<file path="src/rtl/dsp_sensor_pkg.sv">
// Shared types and default widths for the DSP timing-sensor calibration controller.
// Imported by the top level and by the popcount sub-module.
package dsp_sensor_pkg;

   localparam int DEF_N_CH     = 4;
   localparam int DEF_P_W      = 48;
   localparam int DEF_TAP_W    = 9;
   localparam int DEF_SETTLE   = 16;
   localparam int DEF_AVG_LOG2 = 4;

   typedef enum logic [2:0] {
      ST_IDLE,
      ST_SETTLE,
      ST_ACCUM,
      ST_EVAL,
      ST_NEXT_CH,
      ST_RUN
   } cal_state_t;

   // Bits needed to hold a popcount of p_w bits (0..p_w inclusive).
   function automatic int hw_width(input int p_w);
      return $clog2(p_w + 1);
   endfunction

endpackage

</file>
<file path="src/rtl/sensor_popcount.sv">
// Registered popcount of one sensor channel's raw output word.
// Forms stage 2 of the always-running input pipeline.
module sensor_popcount
   import dsp_sensor_pkg::*;
#(
   parameter int P_W = DEF_P_W,
   localparam int HW_W = hw_width(P_W)
) (
   input  logic            clk,
   input  logic            rst,
   input  logic [P_W-1:0]  d,
   output logic [HW_W-1:0] pc
);

   logic [HW_W-1:0] sum;

   always_comb begin
      sum = '0;
      for (int i = 0; i < P_W; i++) begin
         sum = sum + HW_W'(d[i]);
      end
   end

   always_ff @(posedge clk) begin
      if (rst) begin
         pc <= '0;
      end else begin
         pc <= sum;
      end
   end

endmodule

</file>
<file path="src/rtl/dsp_sensor_cal.sv">
// Sweeps each channel's clock-path IDELAY tap until the averaged sensor popcount
// reaches TARGET, locks it, then streams per-channel popcounts on valid/ready.
module dsp_sensor_cal
   import dsp_sensor_pkg::*;
#(
   parameter int N_CH     = DEF_N_CH,
   parameter int P_W      = DEF_P_W,
   parameter int TAP_W    = DEF_TAP_W,
   parameter int SETTLE   = DEF_SETTLE,
   parameter int AVG_LOG2 = DEF_AVG_LOG2,
   parameter int TARGET   = P_W / 2,
   localparam int HW_W    = hw_width(P_W)
) (
   input  logic                  clk,
   input  logic                  rst,
   input  logic                  start,
   input  logic [N_CH*P_W-1:0]   sensor_p,
   input  logic [TAP_W-1:0]      taps_a_in,
   output logic [N_CH*TAP_W-1:0] taps_clk,
   output logic [N_CH*TAP_W-1:0] taps_a,
   output logic                  busy,
   output logic                  done,
   output logic [N_CH-1:0]       cal_fail,
   output logic                  m_valid,
   input  logic                  m_ready,
   output logic [N_CH*HW_W-1:0]  m_data,
   output logic [15:0]           drop_cnt
);

   localparam int CH_W     = (N_CH > 1) ? $clog2(N_CH) : 1;
   localparam int SETTLE_W = (SETTLE > 1) ? $clog2(SETTLE) : 1;
   localparam int AVG_W    = (AVG_LOG2 > 0) ? AVG_LOG2 : 1;
   localparam int ACC_W    = HW_W + AVG_LOG2;
   localparam logic [ACC_W:0] THRESH = (ACC_W + 1)'(TARGET << AVG_LOG2);

   cal_state_t state, next_state;

   logic [N_CH*P_W-1:0]  stage1;
   logic [HW_W-1:0]      pc [N_CH];
   logic [N_CH*HW_W-1:0] pc_flat;
   logic [TAP_W-1:0]     tap_q [N_CH];
   logic [CH_W-1:0]      ch;
   logic [SETTLE_W-1:0]  settle_cnt;
   logic [AVG_W-1:0]     accum_cnt;
   logic [ACC_W-1:0]     acc;

   logic restart, tap_inc, set_fail, ch_inc, acc_clr, go_done;

   always_ff @(posedge clk) begin
      if (rst) begin
         stage1 <= '0;
      end else begin
         stage1 <= sensor_p;
      end
   end

   for (genvar c = 0; c < N_CH; c++) begin : g_ch
      sensor_popcount #(.P_W(P_W)) u_popcount (
         .clk (clk),
         .rst (rst),
         .d   (stage1[c*P_W +: P_W]),
         .pc  (pc[c])
      );
      assign pc_flat[c*HW_W +: HW_W]    = pc[c];
      assign taps_clk[c*TAP_W +: TAP_W] = tap_q[c];
   end

   always_ff @(posedge clk) begin
      if (rst) begin
         state <= ST_IDLE;
      end else begin
         state <= next_state;
      end
   end

   always_comb begin
      next_state = state;
      restart    = 1'b0;
      tap_inc    = 1'b0;
      set_fail   = 1'b0;
      ch_inc     = 1'b0;
      acc_clr    = 1'b0;
      go_done    = 1'b0;
      case (state)
         ST_IDLE: begin
            if (start) begin
               next_state = ST_SETTLE;
               restart    = 1'b1;
            end
         end
         ST_SETTLE: begin
            if (settle_cnt == SETTLE_W'(SETTLE - 1)) next_state = ST_ACCUM;
         end
         ST_ACCUM: begin
            if (accum_cnt == AVG_W'((1 << AVG_LOG2) - 1)) next_state = ST_EVAL;
         end
         ST_EVAL: begin
            if ({1'b0, acc} >= THRESH) begin
               next_state = ST_NEXT_CH;
            end else if (tap_q[ch] == '1) begin
               set_fail   = 1'b1;
               next_state = ST_NEXT_CH;
            end else begin
               tap_inc    = 1'b1;
               acc_clr    = 1'b1;
               next_state = ST_SETTLE;
            end
         end
         ST_NEXT_CH: begin
            if (ch == CH_W'(N_CH - 1)) begin
               go_done    = 1'b1;
               next_state = ST_RUN;
            end else begin
               ch_inc     = 1'b1;
               acc_clr    = 1'b1;
               next_state = ST_SETTLE;
            end
         end
         ST_RUN: begin
            if (start) begin
               next_state = ST_SETTLE;
               restart    = 1'b1;
            end
         end
         default: next_state = ST_IDLE;
      endcase
   end

   // Sweep datapath: only the channel under calibration ever has its tap moved.
   always_ff @(posedge clk) begin
      if (rst || restart) begin
         ch       <= '0;
         acc      <= '0;
         cal_fail <= '0;
         for (int c = 0; c < N_CH; c++) tap_q[c] <= '0;
      end else begin
         if (acc_clr) begin
            acc <= '0;
         end else if (state == ST_ACCUM) begin
            acc <= acc + ACC_W'(pc[ch]);
         end
         if (tap_inc)  tap_q[ch]    <= tap_q[ch] + 1'b1;
         if (set_fail) cal_fail[ch] <= 1'b1;
         if (ch_inc)   ch           <= ch + 1'b1;
      end
   end

   always_ff @(posedge clk) begin
      if (rst) begin
         settle_cnt <= '0;
         accum_cnt  <= '0;
      end else begin
         settle_cnt <= (state == ST_SETTLE) ? settle_cnt + 1'b1 : '0;
         accum_cnt  <= (state == ST_ACCUM) ? accum_cnt + 1'b1 : '0;
      end
   end

   // Status and stream outputs; a restart from RUN drops m_valid on the same edge.
   always_ff @(posedge clk) begin
      if (rst) begin
         busy     <= 1'b0;
         done     <= 1'b0;
         m_valid  <= 1'b0;
         m_data   <= '0;
         drop_cnt <= '0;
         taps_a   <= '0;
      end else begin
         busy    <= (next_state != ST_IDLE) && (next_state != ST_RUN);
         done    <= go_done;
         m_valid <= (state == ST_RUN) && (next_state == ST_RUN);
         taps_a  <= {N_CH{taps_a_in}};
         if (state == ST_RUN && (!m_valid || m_ready)) m_data <= pc_flat;
         if (restart) begin
            drop_cnt <= '0;
         end else if (state == ST_RUN && m_valid && !m_ready && drop_cnt != 16'hFFFF) begin
            drop_cnt <= drop_cnt + 16'd1;
         end
      end
   end

endmodule

</file>
<file path="config.mk">
export PLATFORM = sky130hd
export DESIGN_NAME = dsp_sensor_cal
export DESIGN_NICKNAME = d
export VERILOG_FILES = /design/src/rtl/dsp_sensor_pkg.sv /design/src/rtl/sensor_popcount.sv /design/src/rtl/dsp_sensor_cal.sv
export SDC_FILE = /design/constraint.sdc
export NUM_CORES = 1
export LEC_CHECK = 0
export BUFFER_PORTS_ARGS = -buffer_cell sky130_fd_sc_hd__buf_4
export CAP_MARGIN = 10
export CORE_UTILIZATION = 58
export CTS_CLUSTER_SIZE = 25
export DETAILED_ROUTE_END_ITERATION = 6
export HOLD_SLACK_MARGIN = 0.08
export MAX_ROUTING_LAYER = met4
export PLACE_DENSITY = 0.94
export REMOVE_ABC_BUFFERS = 1
export SYNTH_ARGS = -nofsm -noshare
export SYNTH_HDL_FRONTEND = slang
export SYNTH_HIERARCHICAL = 1
export SYNTH_SLANG_ARGS = --single-unit
</file>
<file path="constraint.sdc">
create_clock -name clk -period 11 [get_ports clk]
set_clock_uncertainty 0.1 [all_clocks]
set_input_delay 1.1 -clock clk [delete_from_list [all_inputs] [get_ports clk]]
set_output_delay 1.1 -clock clk [all_outputs]
set_load 0.02 [all_outputs]
</file>
### Word level (Yosys, flattened, before mapping)

Memories as Yosys holds them, arrays and structs flattened. A register that Yosys moved wholly into a read port is not among the register bits.
Cells that the tools add are included.

* register bits: 322
* bits in writable memories: 36
* input port bits: 205
* output and inout port bits: 119
* logic and storage cells: 287
* memories kept: 1

* add/sub/neg operators: 194
* magnitude comparators: 4
* eq/ne operators: 12
* mux-type cells: 34
* bitwise logic cells: 5
* reductions and logical operators: 20

Memories
* tap_q: words 4, bits a word 9, rd ports 5, clocked after Yosys merged registers in 1, wr ports 4, line dsp_sensor_cal.sv:41 `logic [TAP_W-1:0] tap_q [N_CH];`

Operator list (number)
* adder 6 x 1 -> 6 bit: 184
* 2-to-1 mux 1 bit: 18
* 2-to-1 mux 3 bit: 6
* adder 16 x 1 -> 16 bit (second input constant): 1
* != test 16 bit (second input constant): 1
* case mux 3 bit (5 select lines): 1
* binary-select mux 6 bit (select 2 bit): 1
* 2-to-1 mux 6 bit: 2
* OR reduction 2 bit: 6
* adder 10 x 6 -> 10 bit: 1
* greater-or-equal comparator 10 x 9 -> 1 bit (second input constant): 1
* adder 9 x 1 -> 9 bit (second input constant): 1
* == test 3 bit (second input constant): 3
* == test 9 bit (second input constant): 1
* 2-to-1 mux 9 bit: 1
* OR reduction 9 bit: 1
* adder 1 x 1 -> 2 bit: 4
* adder 4 x 1 -> 4 bit (second input constant): 2
* == test 4 bit (second input constant): 2
* logical AND 1 bit: 7
* == test 3 x 2 -> 1 bit (second input constant): 2
* 2-to-1 mux 2 bit: 3
* bitwise OR 4 bit: 1
* == test 3 x 1 -> 1 bit (second input constant): 1
* other kinds (14): 18

### Depth between registers and ports, before layout

* depth after elaboration: 47
* depth in mapped cells: 18

### Cells and area by module

Netlist, hierarchy kept.

Modules (own cells, without submodules)
* dsp_sensor_cal: instances 1, cells an instance 946, area each 10473.8 µm², sequential area each 6546.3 µm²
* sensor_popcount: instances 4, cells an instance 126, area each 1335.0 µm², sequential area each 120.1 µm²

### Least setup slack after synthesis

OpenSTA, ideal clock, no wires.

* path kind: register to register
* start point: reg stage1[0]
* end point: reg g_ch[0].u_popcount.pc[4]
* arrival time: 5357 ps
* required time: 10779 ps
* setup slack: 5422 ps
* cell stages (with the launch flop): 19
* path buffers: 0
* path through: dfxtp_1 > inv_1 > fa_1 > fa_1 > inv_1 > fa_1 > fa_1 > fa_1 > fa_1 > fa_1 > inv_1 > fa_1 > inv_1 > ha_1 > inv_1 > fa_1 > nand2b_1 > a21oi_1 > mux2_2

* word-level cells in the longest chain between the ends: 47

Ends and longest elaborated chain
* from (decl): line dsp_sensor_cal.sv:38 `logic [N_CH*P_W-1:0] stage1;`
* from (signal assigned): line dsp_sensor_cal.sv:53 `stage1 <= sensor_p;`
* adder 1 x 1 -> 2 bit: line sensor_popcount.sv:20 `sum = sum + HW_W'(d[i]);`
* adder 6 x 1 -> 6 bit (46 in a row): line sensor_popcount.sv:20
* to (signal assigned): line sensor_popcount.sv:28 `pc <= sum;`
* to (decl): line sensor_popcount.sv:12 `output logic [HW_W-1:0] pc`

No other way between the ends.
A chain may end at the register's enable or synchronous reset.

### Worst setup path after layout

* start point: reg stage1[48]
* end point: reg g_ch[1].u_popcount.pc[4]

* word-level cells in the longest chain between the ends: 47

Ends and longest elaborated chain (line)
* adder 1 x 1 -> 2 bit: sensor_popcount.sv:20
* adder 6 x 1 -> 6 bit (46 in a row): sensor_popcount.sv:20
* to (signal assigned): sensor_popcount.sv:28
* to (decl): sensor_popcount.sv:12

No other way between the ends.

==> key figures <==
Run status
  – Outcome: finished, final reports clean

Yosys
  – Yosys top cell area share: 37.60%
  – Ys async rst share: 0%
  – Ranking of synthesized cells by area: dfxtp_1 (38%), fa_1 (20%), nor2b_1 (8.3%), edfxtp_1 (6.8%), inv_1 (5.3%)
  – Post-Syn Area per Cell: 10.91 µm²
  – Post-Synthesis Cells: 1450
  – Synth unique cells: 51
  – Yosys warning count: 6
  – Main flop type after synthesis: dfxtp_1
  – Sequential fraction of the synthesis area: 44.43%
  – Post-synth EDFFs: 36
  – Synth Cell Area: 15810 µm²
  – Area leader, netlist: dfxtp_1
  – Register bit total from synthesis: 333

STA
  – Minimum clock period: 5.934 ns
  – Final TNS setup: 0 ns
  – Worst rel slew slack: 28.46%
  – Post-route clock period utilization: 53.95%
  – Fin. Hold Viols: 0
  – Final setup viols: 0
  – Worst-Margin Slew: 1.072 ns
  – Max-slew violation count: 0
  – Final hold slack: 0.3573 ns
  – Fmax: 168.5 MHz
  – Unrepaired setup endpoints after global routing: false
  – Final WS setup: 5.066 ns

Drt
  – WL per Instance: 16.18 µm
  – # DRC: 0
  – Routed WL: 34090 µm
  – Detailed router's first-iteration violation count: 486
  – Via Count: 10560
  – DRT Pass-1 Iters: 5
  – Post-route ant nets: 0
  – Via density: 5.010

Clock tree
  – Num CTS Buffers: 34
  – Clk slew on worst S/H paths: 0.06 ns
  – Post-CTS Hold Fix Bufs: 0
  – Number of H-tree levels: 2
  – CTS tree: built
  – CTS Buffer Depth: 3
  – # clock sinks: 333
  – Post-CTS sizing: 0
  – Post-CTS Setup Repair Bufs: 0
  – Worst-skew pair later-pin latency: 0.51 ns
  – CTS Root Cell: clkbuf_16

Finish
  – Final nets: 2154
  – Share of post-route cells with drive strength above 1: 23.61%
  – Layout Cells excl Fill: 2107
  – P&R area growth vs syn: 23.81%
  – Most frequent cells in the layout: buf_4 (325), dfxtp_1 (297), inv_1 (223)
  – Antenna cells: 0
  – Commonest non-fill, non-tap cell in the layout: buf_4

Worst setup path
  – R2R Path Start: stage1[48]
  – CP startpoint: stage1[48]
  – Crit path to: g_ch[1].u_popcount/pc[4]
  – Crit path kind: register to register
  – Worst R2R Setup Slack: 5.07 ns
  – Critical Path End Type: register
  – Crit path DAT: 6.22 ns
  – R2R depth: 18
  – Required @ worst endpoint: 11.28 ns
  – RR Endpoint: g_ch[1].u_popcount/pc[4]
  – Critical Path Source Type: register
  – Critical path peak fanout: 2

Power and ir drop
  – Psw: 0.001952 W
  – Switching share of power: 36.48%
  – Clock power share: 23.8%
  – Power per cell area: 273.2 nW/µm²
  – P_leak: 8.770 nW
  – Final Power: 0.005350 W
  – Seq pwr share: 25.7%
  – Pint: 0.003398 W
  – Comb pwr share: 50.4%
  – Worst vdd ir: 244.6 µV

Floorplan
  – Overall die height: 167.1 µm
  – Num rows: 60
  – Core area: 26880 µm²
  – Die ar.: 27930 µm²
  – Starting Density: 58.84%
  – Ports: 324
  – Chip width: 167.1 µm

Placement
  – Routability cong.: 0.8155
  – DP Cell Count: 2046
  – DP HPWL: 25930 µm
  – Port Buffers: 323
  – Dpl ws: 5.108 ns

GRT
  – GRT Util Overall: 25.85%
  – Initial antenna violation count: 0
  – Largest net degree at the start of global routing: 109
  – Vias in the first global route: 11430
  – Overflow after GRT: 0
  – First-pass GRT wire length: 55230 µm

Min path
  – Hold Path Class: register to register

Job
  – Maxcap violations: 0
synth_stat cells, types with 6 or more instances:
library cell / count
ha_1: 51
mux4_2: 15
dfxtp_1: 297
and2_1: 8
nand4_1: 8
nand3_1: 14
a211oi_1: 9
xor2_1: 15
clkbuf_1: 38
inv_1: 223
xnor2_1: 16
buf_4: 29
nand2b_1: 11
nor2b_1: 211
fa_1: 157
a21oi_1: 54
edfxtp_1: 36
o21ai_0: 6
nor3_1: 8
nand2_1: 73
nor2_1: 102
and3_1: 8
a211o_1: 6
power by group through the flow:
stage | clock [W] | combinational [W] | sequential (W)
after floorplan | 0 | 0.00206 | 0.00140
after global placement | 0 | 0.00245 | 0.00140
after detailed placement | 0 | 0.00269 | 0.00140
after CTS | 0.00129 | 0.00272 | 0.00138
after global routing | 0.00134 | 0.00310 | 0.00139
final | 0.00127 | 0.00270 | 0.00138
worst max-delay path: stages (launching register included):
cell      delay (ns)
dfxtp_1         0.33
inv_1           0.06
fa_1            0.50
fa_1            0.51
inv_1           0.05
fa_1            0.49
fa_1            0.43
fa_1            0.51
fa_1            0.43
fa_1            0.53
inv_1           0.06
fa_1            0.42
inv_1           0.06
ha_1            0.17
inv_1           0.06
fa_1            0.40
nand2b_1        0.17
a21oi_1         0.16
mux2_2          0.36
flip-flops by register name (all words and copies together) (netlist names), 2 cells and up, named ones only:
signal and flops:
g_ch.u_popcount/pc 24, settle_cnt 4, tap_q 36, acc 10, accum_cnt 4, stage1 192, taps_a 9, drop_cnt 16
cal_fail 4, m_data 24, state 3, ch 2
routing by layer:
| metal | vias up | share of wire [%] | GRT usage (%) |
|---|---|---|---|
| met5 | - | 0 | - |
| met4 | 0 | 5.0 | 12.24 |
| met3 | 110 | 5.0 | 4.940 |
| met2 | 344 | 53 | 46.72 |
| met1 | 5072 | 37 | 27.06 |
| li1 | 5030 | - | - |
cells by family (layout without fill, tap and decap cells):
| logic type | Yosys count | count (layout) | share of synthesized area, % |
|---|---|---|---|
| AO/OA/AOI/OAI | 89 | 89 | 3.347 |
| XOR/XNOR | 31 | 31 | 1.717 |
| adder cells (fa/ha/maj) | 208 | 208 | 23.91 |
| buffers and inverters | 294 | 610 | 7.730 |
| flip-flops | 333 | 333 | 44.43 |
| multiplexers | 23 | 23 | 2.674 |
| AND/OR/NAND/NOR | 472 | 472 | 16.19 |
metrics by stage:
stage	util (%)	area, µm²
2_1_floorplan	-	15430
3_3_place_gp	68.13	18310
3_5_place_dp	68.13	18310
4_1_cts	72.85	19580
5_1_grt	72.85	19580
6_report	72.85	19580
cell type report:
cell class	instances	area, µm²
clock buffers	45	1017
well taps	341	426.7
flip-flops and latches	333	7027
inverters	223	837.1
fillers	1748	7296
multi-input cells	823	7567
repair buffers	326	2454
clock inverters	16	251.5
worst min path at each step:
stage / start / end / slack [ns] / depth (start not counted)
6_report: g_ch[3].u_popcount/pc[3] / m_data[21] / 0.36 / 2
3_3_place_gp: settle_cnt[0] / settle_cnt[0] / 0.33 / 1
3_5_place_dp: m_data[21] / m_data[21] / 0.35 / 2
2_1_floorplan: settle_cnt[0] / settle_cnt[0] / 0.32 / 1
4_1_cts: m_data[5] / m_data[5] / 0.36 / 2
5_1_grt: g_ch[3].u_popcount/pc[2] / m_data[20] / 0.37 / 2
(Power assumes the default switching activity.)
